<file path="src/rtl/ef_auto_range_ctrl.sv">
// Auto-ranging sequencer for the extremum finder: walks EF_log_shift until the threshold span fits the window.
// Optional build macro TC_AVG_EN enables averaging of each published threshold with the previous one.
module ef_auto_range_ctrl #(
  parameter int AXIS_TDATA_WIDTH = 32,
  parameter int SHIFT_MAX        = 7,
  parameter int SETTLE_WINDOWS   = 1
) (
  input  logic                        SYS_aclk,
  input  logic                        SYS_aresetn,
  input  logic                        CFG_enable,
  input  logic [4:0]                  CFG_log_count,
  input  logic [2:0]                  CFG_shift_init,
  input  logic [AXIS_TDATA_WIDTH-1:0] CFG_span_low,
  input  logic [AXIS_TDATA_WIDTH-1:0] CFG_span_high,
  input  logic [AXIS_TDATA_WIDTH-1:0] EF_lower_treshold,
  input  logic [AXIS_TDATA_WIDTH-1:0] EF_upper_treshold,
  output logic [4:0]                  EF_log_count,
  output logic [2:0]                  EF_log_shift,
  output logic [AXIS_TDATA_WIDTH-1:0] TC_lower,
  output logic [AXIS_TDATA_WIDTH-1:0] TC_upper,
  output logic                        TC_valid,
  output logic                        TC_update,
  output logic                        TC_saturated,
  output logic [1:0]                  TC_state,
  output logic [15:0]                 TC_window_count
);

  localparam int W = AXIS_TDATA_WIDTH;
  localparam logic [2:0] SHIFT_MAX_L   = 3'(SHIFT_MAX);
  localparam logic [3:0] SETTLE_INIT_L = 4'(SETTLE_WINDOWS);

  typedef enum logic [1:0] {
    IDLE   = 2'd0,
    SETTLE = 2'd1,
    RUN    = 2'd2,
    UNUSED = 2'd3
  } state_t;

  state_t      state;
  logic [31:0] ph;
  logic [3:0]  settle_cnt;

  logic               ph_zero, boundary;
  logic signed [W:0]  span, span_low_x, span_high_x;
  logic               do_eval, pub_en, pub_sat, shift_dec, shift_inc;
  logic [2:0]         shift_init_clamped;
  logic [W-1:0]       pub_lower, pub_upper;

  assign TC_state = state;
  assign ph_zero  = (ph == '0);
  // The finder's window is 2^log_count+1 clocks long; wrap in lockstep with it.
  assign boundary = (ph == (32'd1 << EF_log_count));

  assign span        = $signed({EF_upper_treshold[W-1], EF_upper_treshold})
                     - $signed({EF_lower_treshold[W-1], EF_lower_treshold});
  assign span_low_x  = $signed({1'b0, CFG_span_low});
  assign span_high_x = $signed({1'b0, CFG_span_high});
  assign shift_init_clamped = (CFG_shift_init > SHIFT_MAX_L) ? SHIFT_MAX_L : CFG_shift_init;

  assign do_eval = CFG_enable && ph_zero &&
                   ((state == RUN) || ((state == SETTLE) && (settle_cnt == 4'd0)));

  // Too-small takes precedence; negative spans are simply ignored.
  always_comb begin
    pub_en    = 1'b0;
    pub_sat   = 1'b0;
    shift_dec = 1'b0;
    shift_inc = 1'b0;
    if (span < 0) begin
      pub_en = 1'b0;
    end else if (span < span_low_x) begin
      if (EF_log_shift != 3'd0) shift_dec = 1'b1;
      else begin
        pub_en  = 1'b1;
        pub_sat = 1'b1;
      end
    end else if (span > span_high_x) begin
      if (EF_log_shift < SHIFT_MAX_L) shift_inc = 1'b1;
      else begin
        pub_en  = 1'b1;
        pub_sat = 1'b1;
      end
    end else begin
      pub_en = 1'b1;
    end
  end

`ifdef TC_AVG_EN
  logic signed [W:0] diff_lo, diff_hi;

  // prev + ((new-prev)>>>1), computed at W+1 bits and truncated back to W.
  always_comb begin
    diff_lo   = $signed({EF_lower_treshold[W-1], EF_lower_treshold}) - $signed({TC_lower[W-1], TC_lower});
    diff_hi   = $signed({EF_upper_treshold[W-1], EF_upper_treshold}) - $signed({TC_upper[W-1], TC_upper});
    pub_lower = TC_valid ? (TC_lower + diff_lo[W:1]) : EF_lower_treshold;
    pub_upper = TC_valid ? (TC_upper + diff_hi[W:1]) : EF_upper_treshold;
  end
`else
  assign pub_lower = EF_lower_treshold;
  assign pub_upper = EF_upper_treshold;
`endif

  // Disable overrides everything, including an evaluation due on the same edge.
  always_ff @(posedge SYS_aclk or negedge SYS_aresetn) begin
    if (!SYS_aresetn) begin
      state           <= IDLE;
      ph              <= '0;
      settle_cnt      <= '0;
      EF_log_count    <= '0;
      EF_log_shift    <= '0;
      TC_lower        <= '0;
      TC_upper        <= '0;
      TC_valid        <= 1'b0;
      TC_update       <= 1'b0;
      TC_saturated    <= 1'b0;
      TC_window_count <= '0;
    end else begin
      TC_update <= 1'b0;
      ph        <= boundary ? '0 : ph + 32'd1;
      if (ph_zero) EF_log_count <= CFG_log_count;

      if (!CFG_enable) begin
        state    <= IDLE;
        TC_valid <= 1'b0;
      end else begin
        case (state)
          IDLE: if (ph_zero) begin
            state        <= SETTLE;
            EF_log_shift <= shift_init_clamped;
            settle_cnt   <= SETTLE_INIT_L;
          end
          SETTLE: if (ph_zero) begin
            if (settle_cnt == 4'd0) state <= RUN;
            else settle_cnt <= settle_cnt - 4'd1;
          end
          RUN: state <= RUN;
          default: state <= IDLE;
        endcase

        if (do_eval) begin
          TC_window_count <= TC_window_count + 16'd1;
          if (shift_dec) EF_log_shift <= EF_log_shift - 3'd1;
          if (shift_inc) EF_log_shift <= EF_log_shift + 3'd1;
          if (pub_en) begin
            TC_lower     <= pub_lower;
            TC_upper     <= pub_upper;
            TC_valid     <= 1'b1;
            TC_update    <= 1'b1;
            TC_saturated <= pub_sat;
          end
        end
      end
    end
  end

endmodule
</file>
<file path="config.mk">
export PLATFORM = sky130hd
export DESIGN_NAME = ef_auto_range_ctrl
export DESIGN_NICKNAME = d
export VERILOG_FILES = /design/src/rtl/ef_auto_range_ctrl.sv
export SDC_FILE = /design/constraint.sdc
export NUM_CORES = 1
export LEC_CHECK = 0
export CAP_MARGIN = 20
export CELL_PAD_IN_SITES_DETAIL_PLACEMENT = 0
export CELL_PAD_IN_SITES_GLOBAL_PLACEMENT = 2
export CORE_MARGIN = 3
export CORE_UTILIZATION = 33
export DETAILED_ROUTE_END_ITERATION = 8
export PLACE_DENSITY_LB_ADDON = 0.1
export SETUP_SLACK_MARGIN = 0.5
export SLEW_MARGIN = 20
export SYNTH_ARGS = -nofsm -noshare
export SYNTH_HDL_FRONTEND = slang
export SYNTH_SLANG_ARGS = --single-unit
</file>
<file path="constraint.sdc">
create_clock -name SYS_aclk -period 5.66 [get_ports SYS_aclk]
set_input_delay 1.132 -clock SYS_aclk [delete_from_list [all_inputs] [get_ports SYS_aclk]]
set_output_delay 1.132 -clock SYS_aclk [all_outputs]
set_load 0.02 [all_outputs]
</file>
### Yosys cells after proc, flatten, opt, wreduce, memory -nomap -nowiden

Cells that the tools add are included.

| storage, ports and cells | value |
|---|---|
| register bits | 129 |
| output and inout port bits | 93 |
| word-level logic and storage cells | 85 |

| operators by class | value |
|---|---|
| $add $sub $neg | 6 |
| order comparisons | 5 |
| equal/unequal tests | 11 |
| shift operators | 1 |
| mux-type cells | 37 |
| reductions and logical operators | 14 |

Operator list:

| operator | count |
|---|---|
| greater-than comparator 33 bit | 1 |
| less-than comparator 33 x 1 -> 1 bit, second input constant | 1 |
| less-than comparator 33 bit | 1 |
| subtractor 32 x 32 -> 33 bit | 1 |
| adder 32 x 1 -> 32 bit, second input constant | 1 |
| == test 32 bit | 1 |
| zero test 32 bit | 1 |
| two-way mux 32 bit | 1 |
| << shifter 1 x 5 -> 32 bit, first input constant | 1 |
| two-way mux 1 bit | 21 |
| two-way mux 3 bit | 6 |
| adder 16 x 1 -> 16 bit, second input constant | 1 |
| two-way mux 4 bit | 3 |
| two-way mux 2 bit | 4 |
| one-hot mux 4 bit (2 select lines) | 1 |
| != test 2 bit, second input constant | 3 |
| != test 3 bit, second input constant | 2 |
| one-hot mux 2 bit (3 select lines) | 1 |
| AND reduction 3 bit | 2 |
| AND reduction 5 bit | 1 |
| zero test 4 bit | 1 |
| != test 2 x 1 -> 1 bit, second input constant | 2 |
| AND reduction 2 bit | 2 |
| subtractor 4 x 1 -> 4 bit, second input constant | 1 |
| 12 further kinds | 14 |

### Depth between registers and ports, before layout

Gate-level depths: netlist of the first run.

| logic depth | value |
|---|---|
| word-level depth | 8 |
| mapped depth | 23 |
| mapped depth without buffers | 22 |

### Least setup slack after synthesis of the first run

No wires, ideal clock.

| path | value |
|---|---|
| path kind | in2reg |
| from | input port EF_upper_treshold[0] |
| to | register TC_lower[12] |
| data arrival time | 5.770 ns |
| data required time | 5.533 ns |
| slack | -0.237 ns |
| cell stages on the path | 23 |
| path through | inv_1 -> ha_1 -> fa_1 -> nor2b_1 -> o31ai_1 -> a211oi_1 -> a2111oi_0 -> o31ai_1 -> nand2b_1 -> or2_2 -> o21ai_0 -> xnor2_1 -> ha_1 -> and2_1 -> a221o_1 -> a41oi_1 -> nor3_1 -> o21ai_0 -> a211oi_2 -> nor4_4 -> buf_4 -> buf_6 -> mux2_1 |

| between the ends | value |
|---|---|
| longest elaborated chain between the ends | 6 |
| elaborated cells between the ends (all ways) | 8 |
| classes of those cells | add/sub (1); order compare (3); mux (3); reduce/logical (1) |

RTL lines:

| element | RTL line | text |
|---|---|---|
| start, declared | 16 | `input logic [AXIS_TDATA_WIDTH-1:0] EF_upper_treshold,` |
| subtractor 32 x 32 -> 33 bit (*) | 55 | `- $signed({EF_lower_treshold[W-1], EF_lower_treshold});` |
| greater-than comparator 33 bit | 77 | `end else if (span > span_high_x) begin` |
| two-way mux 1 bit | 77 |  |
| two-way mux 1 bit | 71 | `end else if (span < span_low_x) begin` |
| two-way mux 1 bit (*) | 69 | `if (span < 0) begin` |
| AND reduction 3 bit (no line) (*) | -- |  |
| end signal, assigned | 145 | `TC_lower <= pub_lower;` |
| end, declared | 19 | `output logic [AXIS_TDATA_WIDTH-1:0] TC_lower,` |

Mark *: on every way between the ends. The rest lies on a longest branch, timed or not.
A chain may end at the register's enable or synchronous reset.

### Final worst setup path of the first run

| path | value |
|---|---|
| from | input port EF_upper_treshold[0] |
| to | register TC_lower[29] |

The elaborated chain is that of the path after synthesis.

==> out/results.ini, run 1 <==
[status]
status=finished clean

[global_route]
antenna_found_initial=0
grt_pass1_vias=9378
grt_overflow=0
grtUsageTotal_pct=20.2
grt_pass1_wl_um=50700
grt_max_degree=47

[timing]
rsz0062_at_grt=true
setup_viol=0
finalHoldViolations=0
fin_crit_sh_pct=99.6
clock_skew_ns=0.0116
whs_ns=0.486
relSlewSlack_pct=35.0
worst_pin_slew_ns=0.975
final_max_slew_viol_count=0
fin_crit_ns=5.63
setup_tns_ns=0
max_freq_ghz=0.177

[setup_path]
critPathSlowestCell=fa_2
critPathRequiredTime_ns=5.97
crit_path_max_incr_delay_ns=0.38
crit_type=in2reg
critical_path.max_fanout=6
path_buf_inv=7
cp.arrival_ns=5.95
cp-start-kind=primary input
endpoint_kind=flop
cp_top_family=compound AO/OA/AOI/OAI gates

[flow_run]
cap_viol_max_count=0

[yosys]
synth.cell_area_um2=9820
yosys_warnings=0
ys_async_sr_fraction_pct=100
yosysMostFrequentCell=dfrtp_1
synth_cell_type_count=71
syn_avg_cell_area_um2=8.87
synth_top_area_cell=dfrtp_1
ys_seq_area_share_pct=32.9
synth.top_cell.area_share_pct=32.9
synth-edff-count=0
synthFlopType=dfrtp_1
postSynthCellCount=1107
netlist_top_cells_count=129 x dfrtp_1, 126 x inv_1, 106 x ha_1
syn-num-nets=1353
ys_ff_latch=129
yosys-top-cells-area=dfrtp_1 33%, ha_1 14%, inv_1 4.8%

[final_layout]
instances_no_fill=1866
syn2layout_area_growth_pct=54.7
diodes=0
drive_gt1_share_pct=25.8
finalNetCount=1715
utilization_pct=52.4
finalInstanceArea_um2=15200

[clocking]
cts_tree=done
htree_levels=4
clock_sinks=129
cts_hold_buf=0
cts_buffers=17
clkTransAtPathRegs_ns=0.07
root_buffer=clkbuf_16
clkLatencyLatePin_ns=0.43
clock_path_buffers=2

[routing]
viasPerCell=4.97
wirelength_um=32700
dr_total_vias=9267
drc=0
drt_iter0_drc=451
firstDrtPassIters=6
detail-route-antenna-nets=0
wl_per_cell_um=17.5

[die]
io_pins=232
row_count=62
coreArea_um2=29000
dieArea_um2=31800
fp.dieH_um=178
start_util_pct=33.8
die_w_um=178

[placement]
io_buffer_count=231
dpl_cell_area_um2=13400
gp_congestion=0.861
dp_hpwl_um=24100
place_inst=1788

[power_and_ir_drop]
leakagePower_uw=0.00712
ir_drop_uv=342
powerDensity_nw_per_um2=268

[hold_path]
hold_class=reg2reg

kinds of logic (layout without fill, tap and decap cells):
family | after synthesis | in the layout | synth area share (%)
AO/OA/AOI/OAI | 223 | 223 | 14.8
buffers and inverters | 168 | 543 | 6.96
multiplexers | 71 | 71 | 8.12
AND/OR/NAND/NOR | 335 | 335 | 16.9
flip-flops | 129 | 129 | 32.9
adder cells (fa/ha/maj) | 107 | 107 | 13.7
XOR/XNOR | 74 | 74 | 6.60
state kept, by name, summed over array words and instances (netlist names):
| signal | flops |
|---|---|
| TC_valid | 1 |
| ph | 32 |
| TC_window_count | 16 |
| TC_update | 1 |
| TC_saturated | 1 |
| TC_lower | 32 |
| TC_state | 2 |
| settle_cnt | 4 |
| TC_upper | 32 |
| EF_log_shift | 3 |
| EF_log_count | 5 |
worst paths after layout:
kind	startpoint	to	slack, ns	cells after the start
max in group asynchronous	SYS_aresetn	TC_window_count[13]	3.96	2
min reg2reg	TC_upper[6]	TC_upper[6]	0.49	1
max	EF_upper_treshold[0]	TC_lower[29]	0.03	27
max reg2reg	EF_log_count[2]	ph[10]	1.56	10
min	TC_upper[6]	TC_upper[6]	0.49	1
min in group asynchronous	SYS_aresetn	TC_lower[8]	0.69	1
metal layers:
| metal | up-vias | GRT usage, % | routed length (um) |
|---|---|---|---|
| met5 | - | 0 | 0 |
| met4 | 0 | 5.65 | 495 |
| met3 | 30 | 3.04 | 1370 |
| met2 | 219 | 34.4 | 15700 |
| met1 | 4410 | 26.7 | 15100 |
| li1 | 4608 | - | - |
stage by stage:
stage               total power (uW)  setup WS [ns]
finish                          4070         0.0252
global route                    4350         -0.140
CTS                             4040          0.108
detailed placement              2770          -1.09
global placement                2760         -0.992
floorplan                       2130          0.146
cells in the final DEF (no fill, tap or decap), types with 6 or more instances in the layout:
cell,n
xnor2_2,6
dfrtp_1,129
mux2_2,15
nand3_1,39
o21ai_0,37
nor2b_1,11
clkbuf_2,14
clkdlybuf4s50_1,195
nor3_1,17
a21o_1,24
mux2_1,8
nand2_1,66
o211ai_1,6
nand2b_1,8
xnor2_1,43
inv_1,108
nand4_1,25
and3_1,14
ha_1,86
buf_4,136
buf_6,7
a21oi_2,6
a21oi_1,62
xor2_1,23
nor4_1,9
mux2_4,46
inv_2,16
ha_4,20
a31oi_1,9
dlygate4sd2_1,10
clkbuf_16,19
buf_16,8
o21bai_1,9
nor2_1,94
where the power goes:
group          leakage, uW  internal, uW  switching, uW
registers          0.00177          1020            185
clock network     0.000301           689            476
logic              0.00506           857            846
total              0.00712          2570           1510
timing repair:
item,CTS,global route
setup endpoints to repair,70,70
cloned,8,2
resized for setup,174,78
pin swaps,60,44
buffers inserted,24,12
area by class of cell:
| class | instances | area [um^2] |
|---|---|---|
| Fill cell | 2732 | 13800 |
| Multi-Input combinational cell | 810 | 6730 |
| Timing Repair Buffer | 385 | 3650 |
| Sequential cell | 129 | 3230 |
| Inverter | 126 | 488 |
| Tap cell | 384 | 480 |
| Clock buffer | 19 | 453 |
| Clock inverter | 13 | 163 |
(Power assumes the default switching activity.)
==> run 2, diff against run 1 <==
==> constraint.sdc (replaced) <==
create_clock -name SYS_aclk -period 5.66 [get_ports SYS_aclk]
set_input_delay 1.132 -clock SYS_aclk [delete_from_list [all_inputs] [get_ports SYS_aclk]]
set_output_delay 1.132 -clock SYS_aclk [all_outputs]
set_load 0.005 [all_outputs]
==> results of run 2 <==
Same layout as run 1 (identical final DEF). Status: finished clean.
Among the figures that moved: total power 4070 uW -> 4000 uW; worst IR drop on VDD 342 uV -> 322 uV
